[src/rtl/nrisc_int_pkg.sv]
// Shared definitions for the NRISC interrupt controller: FSM state encoding,
// configuration register addresses and CTRL register bit positions.
package nrisc_int_pkg;

    typedef enum logic [1:0] {
        ST_IDLE = 2'd0,
        ST_REQ  = 2'd1,
        ST_SERV = 2'd2
    } int_state_e;

    localparam logic [1:0] CFG_CTRL = 2'd0;
    localparam logic [1:0] CFG_MASK = 2'd1;
    localparam logic [1:0] CFG_EDGE = 2'd2;
    localparam logic [1:0] CFG_PEND = 2'd3;

    localparam int GIE_BIT = 0;

endpackage

[src/rtl/nrisc_int_ctrl_if.sv]
// Bus between the NRISC core and its interrupt controller: the config
// register port plus the interrupt flag/acknowledge/end-of-interrupt handshake.
//
// Handshake: the controller raises INTERRUPT_flag with INTERRUPT_ch and keeps
// both stable until the core pulses int_ack for one cycle; the core pulses
// int_eoi for one cycle when the handler is done. int_ack is only honoured
// while a flag is outstanding, int_eoi only while a channel is in service.
interface nrisc_int_ctrl_if #(
    parameter int TAM  = 16,
    parameter int CH_W = 8
);
    logic            cfg_write;
    logic [1:0]      cfg_addr;
    logic [TAM-1:0]  cfg_wdata;
    logic [TAM-1:0]  cfg_rdata;
    logic            int_ack;
    logic            int_eoi;
    logic            INTERRUPT_flag;
    logic [CH_W-1:0] INTERRUPT_ch;

    // Core side
    modport master (
        output cfg_write, cfg_addr, cfg_wdata, int_ack, int_eoi,
        input  cfg_rdata, INTERRUPT_flag, INTERRUPT_ch
    );

    // Interrupt controller side
    modport slave (
        input  cfg_write, cfg_addr, cfg_wdata, int_ack, int_eoi,
        output cfg_rdata, INTERRUPT_flag, INTERRUPT_ch
    );
endinterface

[src/rtl/nrisc_int_prio_enc.sv]
// Lowest-index-first priority encoder: idx is the lowest set bit of req,
// valid reports whether any bit is set (idx is 0 when none is).
module nrisc_int_prio_enc #(
    parameter int N_CH = 8,
    parameter int CH_W = 8
) (
    input  logic [N_CH-1:0] req,
    output logic [CH_W-1:0] idx,
    output logic            valid
);

    // Scan downwards so the lowest set index is the last one written.
    always_comb begin
        idx   = '0;
        valid = 1'b0;
        for (int i = N_CH - 1; i >= 0; i--) begin
            if (req[i]) begin
                idx   = CH_W'(i);
                valid = 1'b1;
            end
        end
    end

endmodule

[src/rtl/nrisc_int_ctrl.sv]
// NRISC interrupt controller: synchronises N_CH request lines, applies
// per-channel edge/level detection, mask and global enable, and hands the
// lowest-index request to the core through the flag/ack/eoi handshake.
// Build option NRISC_INT_NEST_EN enables nested interrupts: a lower-index
// request preempts the channels in service and in_service becomes a stack
// retired lowest-bit-first by int_eoi.
module nrisc_int_ctrl
    import nrisc_int_pkg::*;
#(
    parameter int N_CH = 8,
    parameter int TAM  = 16,
    parameter int CH_W = 8
) (
    input  logic             clk,
    input  logic             rst,
    input  logic [N_CH-1:0]  irq_in,
    output logic [N_CH-1:0]  in_service,
    output int_state_e       state_dbg,
    nrisc_int_ctrl_if.slave  bus
);

    logic            gie_q;
    logic [N_CH-1:0] mask_q, edge_q;
    logic [N_CH-1:0] sync1_q, sync2_q, prev_q;
    logic [N_CH-1:0] pend_q, pend_d, pend_clr, rise, ack_clr;
    logic [N_CH-1:0] req_vec;
    logic [CH_W-1:0] req_idx;
    logic            req_valid;

    int_state_e      state_q, state_d;
    logic            flag_q, flag_d;
    logic [CH_W-1:0] ch_q, ch_d;
    logic [N_CH-1:0] isr_q, isr_d;

    logic            pend_wr;

    // Configuration registers; a write lands on the next edge in any state.
    always_ff @(posedge clk or negedge rst) begin
        if (!rst) begin
            gie_q  <= 1'b0;
            mask_q <= '0;
            edge_q <= '0;
        end else if (bus.cfg_write) begin
            case (bus.cfg_addr)
                CFG_CTRL: gie_q  <= bus.cfg_wdata[GIE_BIT];
                CFG_MASK: mask_q <= bus.cfg_wdata[N_CH-1:0];
                CFG_EDGE: edge_q <= bus.cfg_wdata[N_CH-1:0];
                default:  ;
            endcase
        end
    end

    // Combinational register read, zero-extended to the data width.
    always_comb begin
        bus.cfg_rdata = '0;
        case (bus.cfg_addr)
            CFG_CTRL: bus.cfg_rdata = TAM'(gie_q);
            CFG_MASK: bus.cfg_rdata = TAM'(mask_q);
            CFG_EDGE: bus.cfg_rdata = TAM'(edge_q);
            default:  bus.cfg_rdata = TAM'(pend_q);
        endcase
    end

    // Two-flop synchroniser per line, plus the previous synchronised value.
    always_ff @(posedge clk or negedge rst) begin
        if (!rst) begin
            sync1_q <= '0;
            sync2_q <= '0;
            prev_q  <= '0;
        end else begin
            sync1_q <= irq_in;
            sync2_q <= sync1_q;
            prev_q  <= sync2_q;
        end
    end

    // Acknowledge clears the edge-pending bit of the frozen channel.
    always_comb begin
        ack_clr = '0;
        for (int i = 0; i < N_CH; i++) begin
            ack_clr[i] = (state_q == ST_REQ) && bus.int_ack && (ch_q == CH_W'(i));
        end
    end

    // Edge channels latch a rising edge (set beats clear); level channels
    // follow the synchronised line and ignore PEND writes.
    always_comb begin
        pend_wr  = bus.cfg_write && (bus.cfg_addr == CFG_PEND);
        rise     = sync2_q & ~prev_q;
        pend_clr = ack_clr | (pend_wr ? bus.cfg_wdata[N_CH-1:0] : '0);
        pend_d   = (edge_q & (rise | (pend_q & ~pend_clr))) | (~edge_q & sync2_q);
        req_vec  = pend_q & mask_q & {N_CH{gie_q}};
    end

    // Pending register.
    always_ff @(posedge clk or negedge rst) begin
        if (!rst) pend_q <= '0;
        else      pend_q <= pend_d;
    end

    nrisc_int_prio_enc #(.N_CH(N_CH), .CH_W(CH_W)) u_req_enc (
        .req   (req_vec),
        .idx   (req_idx),
        .valid (req_valid)
    );

`ifdef NRISC_INT_NEST_EN
    logic [CH_W-1:0] isr_idx;
    logic            isr_valid;
    logic [N_CH-1:0] isr_pop;

    nrisc_int_prio_enc #(.N_CH(N_CH), .CH_W(CH_W)) u_isr_enc (
        .req   (isr_q),
        .idx   (isr_idx),
        .valid (isr_valid)
    );

    // in_service with its lowest set bit (the innermost handler) removed.
    assign isr_pop = isr_q & (isr_q - N_CH'(1));
`endif

    // FSM next state and flag/channel/in_service updates.
    always_comb begin
        state_d = state_q;
        flag_d  = flag_q;
        ch_d    = ch_q;
        isr_d   = isr_q;
        case (state_q)
            ST_IDLE: begin
                if (req_valid) begin
                    state_d = ST_REQ;
                    flag_d  = 1'b1;
                    ch_d    = req_idx;
                end
            end
            ST_REQ: begin
                // Flag and channel stay frozen until the core takes them.
                if (bus.int_ack) begin
                    state_d = ST_SERV;
                    flag_d  = 1'b0;
                    isr_d   = isr_q | ack_clr;
                end
            end
            ST_SERV: begin
`ifdef NRISC_INT_NEST_EN
                if (bus.int_eoi) begin
                    isr_d   = isr_pop;
                    state_d = (isr_pop != '0) ? ST_SERV : ST_IDLE;
                end else if (req_valid && isr_valid && (req_idx < isr_idx)) begin
                    state_d = ST_REQ;
                    flag_d  = 1'b1;
                    ch_d    = req_idx;
                end
`else
                if (bus.int_eoi) begin
                    isr_d   = '0;
                    state_d = ST_IDLE;
                end
`endif
            end
            default: state_d = ST_IDLE;
        endcase
    end

    // FSM state and output registers.
    always_ff @(posedge clk or negedge rst) begin
        if (!rst) begin
            state_q <= ST_IDLE;
            flag_q  <= 1'b0;
            ch_q    <= '0;
            isr_q   <= '0;
        end else begin
            state_q <= state_d;
            flag_q  <= flag_d;
            ch_q    <= ch_d;
            isr_q   <= isr_d;
        end
    end

    assign bus.INTERRUPT_flag = flag_q;
    assign bus.INTERRUPT_ch   = ch_q;
    assign in_service         = isr_q;
    assign state_dbg          = state_q;

endmodule
[src/flat_wrapper.sv]
// flat-port wrapper written by rule: the top's interface ports become plain ports
module nrisc_int_ctrl_flat import nrisc_int_pkg::*;
#(
    parameter int N_CH = 8,
    parameter int TAM  = 16,
    parameter int CH_W = 8
)
  (clk, rst, irq_in, in_service, state_dbg, bus_cfg_write, bus_cfg_addr, bus_cfg_wdata, bus_int_ack, bus_int_eoi, bus_cfg_rdata, bus_INTERRUPT_flag, bus_INTERRUPT_ch);
  nrisc_int_ctrl_if #(.TAM(TAM), .CH_W(CH_W)) bus_i ();
  input  logic clk;
  input  logic rst;
  input  logic [N_CH-1:0] irq_in;
  output logic [N_CH-1:0] in_service;
  output int_state_e state_dbg;
  input wire logic [$bits(bus_i.cfg_write)-1:0] bus_cfg_write;
  input wire logic [$bits(bus_i.cfg_addr)-1:0] bus_cfg_addr;
  input wire logic [$bits(bus_i.cfg_wdata)-1:0] bus_cfg_wdata;
  input wire logic [$bits(bus_i.int_ack)-1:0] bus_int_ack;
  input wire logic [$bits(bus_i.int_eoi)-1:0] bus_int_eoi;
  output wire logic [$bits(bus_i.cfg_rdata)-1:0] bus_cfg_rdata;
  output wire logic [$bits(bus_i.INTERRUPT_flag)-1:0] bus_INTERRUPT_flag;
  output wire logic [$bits(bus_i.INTERRUPT_ch)-1:0] bus_INTERRUPT_ch;
  assign bus_i.cfg_write = bus_cfg_write;
  assign bus_i.cfg_addr = bus_cfg_addr;
  assign bus_i.cfg_wdata = bus_cfg_wdata;
  assign bus_i.int_ack = bus_int_ack;
  assign bus_i.int_eoi = bus_int_eoi;
  assign bus_cfg_rdata = bus_i.cfg_rdata;
  assign bus_INTERRUPT_flag = bus_i.INTERRUPT_flag;
  assign bus_INTERRUPT_ch = bus_i.INTERRUPT_ch;
  nrisc_int_ctrl #(.N_CH(N_CH), .TAM(TAM), .CH_W(CH_W)) u_core (.clk(clk), .rst(rst), .irq_in(irq_in), .in_service(in_service), .state_dbg(state_dbg), .bus(bus_i));
endmodule
[config.mk]
export PLATFORM = sky130hd
export DESIGN_NAME = nrisc_int_ctrl_flat
export DESIGN_NICKNAME = d
export VERILOG_FILES = /design/src/rtl/nrisc_int_pkg.sv /design/src/rtl/nrisc_int_ctrl_if.sv /design/src/rtl/nrisc_int_prio_enc.sv /design/src/rtl/nrisc_int_ctrl.sv /design/src/flat_wrapper.sv
export SDC_FILE = /design/constraint.sdc
export NUM_CORES = 1
export LEC_CHECK = 0
export BUFFER_PORTS_ARGS = -buffer_cell sky130_fd_sc_hd__buf_2
export CORE_ASPECT_RATIO = 1.25
export CORE_UTILIZATION = 40
export CTS_CLUSTER_SIZE = 25
export DETAILED_ROUTE_END_ITERATION = 6
export HOLD_SLACK_MARGIN = 0.12
export SLEW_MARGIN = 30
export SYNTH_ARGS = -nofsm -noshare
export SYNTH_HDL_FRONTEND = slang
export SYNTH_SLANG_ARGS = --single-unit
[constraint.sdc]
create_clock -name clk -period 1.6 [get_ports clk]
set_input_delay 0.08 -clock clk [delete_from_list [all_inputs] [get_ports clk]]
set_output_delay 0.08 -clock clk [all_outputs]
set_load 0.02 [all_outputs]
==> impl_results.md <==
- Slowest cell delay on critical path: ~400 ps
- CTS clk-pin slew, worst paths: 60 ps
- RSZ-0062 raised after global routing: false
- FILL cells: 577
- Design Power: about 5.0 mW
- Levels on crit path: 4
- Worst Setup Path Type: reg2out
- TNS Setup: 0 ps
- Die footprint: a little under 7000 µm²
- Cell variety after synth: 35
- Area grow syn2layout: 29.1%
- Yosys warns: 0
- Clock sink total: 63
- Clk_skew: around 4.6 ps
- Fraction of final layout cells sized beyond drive strength 1: around 32%
- GPL Wtd Cong: 0.751
- Crit path DAT: between 1000 and 1500 ps
- Ant. Diodes: 0
- Total CTS buffers: 9
- Multi-input logic area: 962 µm²
- Commonest non-fill, non-tap cell in the layout: dfrtp_1
- Worst reg2reg path depth: 4
- First-pass GRT wire length: about 8700 µm
- Endpoints failing hold: 0
- Die Span X: about 74 µm
- Buf/Inv on CP: 2
- Area of the mapped netlist: between 2000 and 3000 µm²
- Worst EP required: 1520 ps
- Maximum clock frequency: ~660 MHz
- Max-slew violation count: 0
- CTS Root Cell: clkbuf_8
- DIE HEIGHT: 92.4 µm
- Status: finished, final reports clean
- Worst Setup End Kind: output port
- Largest net degree at the start of global routing: 64
- Clk Latency, worst-skew pair: 330 ps
- Pwr/cell area: between 1000 and 1500 nW/µm²
- Post-Place Cells: about 350
- DR iter-0 viols: 76
- Sequential cell area: ~1600 µm²
- Vias per cell: between 4 and 5
- Initial Util: between 40% and 50%
- Post-Route WL: about 5400 µm
- Maxcap violations: 0
- Synthesized flop and latch total: 63
- Most common cell on crit path: buf_6
- Finished Layout Cells: about 380
- Critical path fanouts, max: 3
- Post-layout nets: between 300 and 400
- Clock tree from TritonCTS: done
- IO buf count: 44
- Congestion Overflow GR: 0
- Endpoints failing setup: 0
- Crit-path slowest cell: dfrtp_1
- Minimum clock period: 1520 ps
- Crit path launch type: flip-flop
- Post-synthesis sequential area ratio: between 60% and 70%
- GRT Util Overall: between 15 and 20%
- Peak VDD IR: a little over 0.9 mV
- DRT Pass-1 Iters: 4
- Static Leak: ~1.6 nW
- Post-synth top flop: dfrtp_1
- Via count: around 1900
- Vias in the first global route: between 1500 and 2000
- CP delay by family, top: flip-flops
- HPWL Detailed: 3680 µm
- Cells along the critical path: buf_6 > mux2_4 > a22o_1 > buf_6
- Asr flop ratio synth: 100%
- Core Box Area: 6250 µm²
- Number of top-level pins: 66
- Hold Path Stages: 4
- Routed length per instance: about 14 µm
- FF-to-FF setup slack: around 90 ps
- Cells after Synth: 216
- H-Tree Depth: 3
- Worst Hold Class: in2reg
- Antenna Nets Post-Route: 0
- # DRC: 0
- CTS max path bufs: 2
- Core Rows: 32
- Avg Cell Area, Syn: about 12 µm²
- Initial antenna violation count: 0
- Commonest non-fill, non-tap cells in the layout: dfrtp_1, buf_2, nand2_1
- EDFF count, synth: 0
- Fin crit share: a little over nine tenths
[registers in the layout (all words and copies together), names as in the netlist]
| register | flops |
|---|---|
| u_core.bus.INTERRUPT_ch | 3 |
| u_core.bus.INTERRUPT_flag | 1 |
| u_core.edge_q | 8 |
| u_core.gie_q | 1 |
| u_core.in_service | 8 |
| u_core.mask_q | 8 |
| u_core.pend_q | 8 |
| u_core.prev_q | 8 |
| u_core.state_dbg | 2 |
| u_core.sync1_q | 8 |
| u_core.sync2_q | 8 |
[per-layer routing]
metal	GRT usage [%]	vias to the layer above	share of wire, %	wire (µm)
met5	0	-	0	0
met4	9.12	0	1.8	98
met3	5.88	9	4.2	228
met2	26.3	45	48	2570
met1	23.2	916	46	2490
li1	-	903	-	-
[final cells by class]
cell class | instances | area share [%]
Clock buffer | 11 | 4.19
Sequential cell | 63 | 46.7
Multi-Input combinational cell | 146 | 28.5
Tap cell | 85 | 3.15
Inverter | 2 | 0.222
Timing Repair Buffer | 73 | 15.1
Clock inverter | 4 | 2.08
[stage by stage]
step	worst slack, ps	hold slack, ps	cell area [µm²]	util [%]
finish	83.6	203	3370	54.0
global route	5.80	195	3370	54.0
CTS	11.3	186	3350	53.7
detailed placement	93.3	121	2940	47.1
global placement	125	121	2940	47.1
floorplan	197	-216	2660	-
[final timing paths]
path                                              end         startpoint
setup / recovery                     bus_cfg_rdata[1]   u_core.pend_q[1]
hold / removal                           u_core.gie_q      bus_cfg_write
setup reg to reg           u_core.bus.INTERRUPT_ch[0]   u_core.mask_q[7]
hold reg to reg                     u_core.sync2_q[5]  u_core.sync1_q[5]
max in group asynchronous            u_core.edge_q[4]                rst
min in group asynchronous            u_core.prev_q[5]                rst
[power by group]
| part | switching [mW] | internal [mW] | total [mW] |
|---|---|---|---|
| logic | 0.735 | 0.622 | 1.36 |
| registers | 0.285 | 1.91 | 2.19 |
| clock network | 0.577 | 0.906 | 1.48 |
| total | 1.60 | 3.44 | 5.03 |
[Yosys cell counts (all sizes together), types with 2 or more instances]
cell type | n | share of area (%)
a21oi | 9 | 1.7
a22o | 8 | 2.7
a22oi | 5 | 1.4
buf | 16 | 4.3
dfrtp | 63 | 60
inv | 2 | 0.29
mux2 | 24 | 10
nand2 | 32 | 4.7
nand2b | 3 | 0.72
nand3 | 8 | 1.5
nand3b | 4 | 1.3
nor2 | 7 | 1.0
nor3 | 2 | 0.57
o21a | 7 | 2.0
o21ai | 10 | 1.9
[timing repair]
action                                  in CTS  in global routing
buffers inserted                             0                  1
resized for setup                            0                  4
hold endpoints to repair                    97                  0
endpoints found under the setup margin       0                  1
hold buffers                                20                  0
[cells by family (layout without fill, tap and decap cells)]
family                 count (synthesis)  count (layout)  synth area share (%)
AND/OR/NAND/NOR                       63              63                  11.6
AO/OA/AOI/OAI                         45              45                  12.0
other                                  1              13                 0.143
multiplexers                          25              25                  11.2
buffers and inverters                 19              90                  4.74
flip-flops                            63              63                  60.3
[worst register-to-register path: cells and delay by family, from the launching register on]
| kind | cells | cell delay, ps |
|---|---|---|
| AO/OA/AOI/OAI | 2 | 550 |
| flip-flops | 1 | 410 |
| multiplexers | 1 | 330 |
| AND/OR/NAND/NOR | 1 | 110 |
Power figures use the tool's default switching activity.
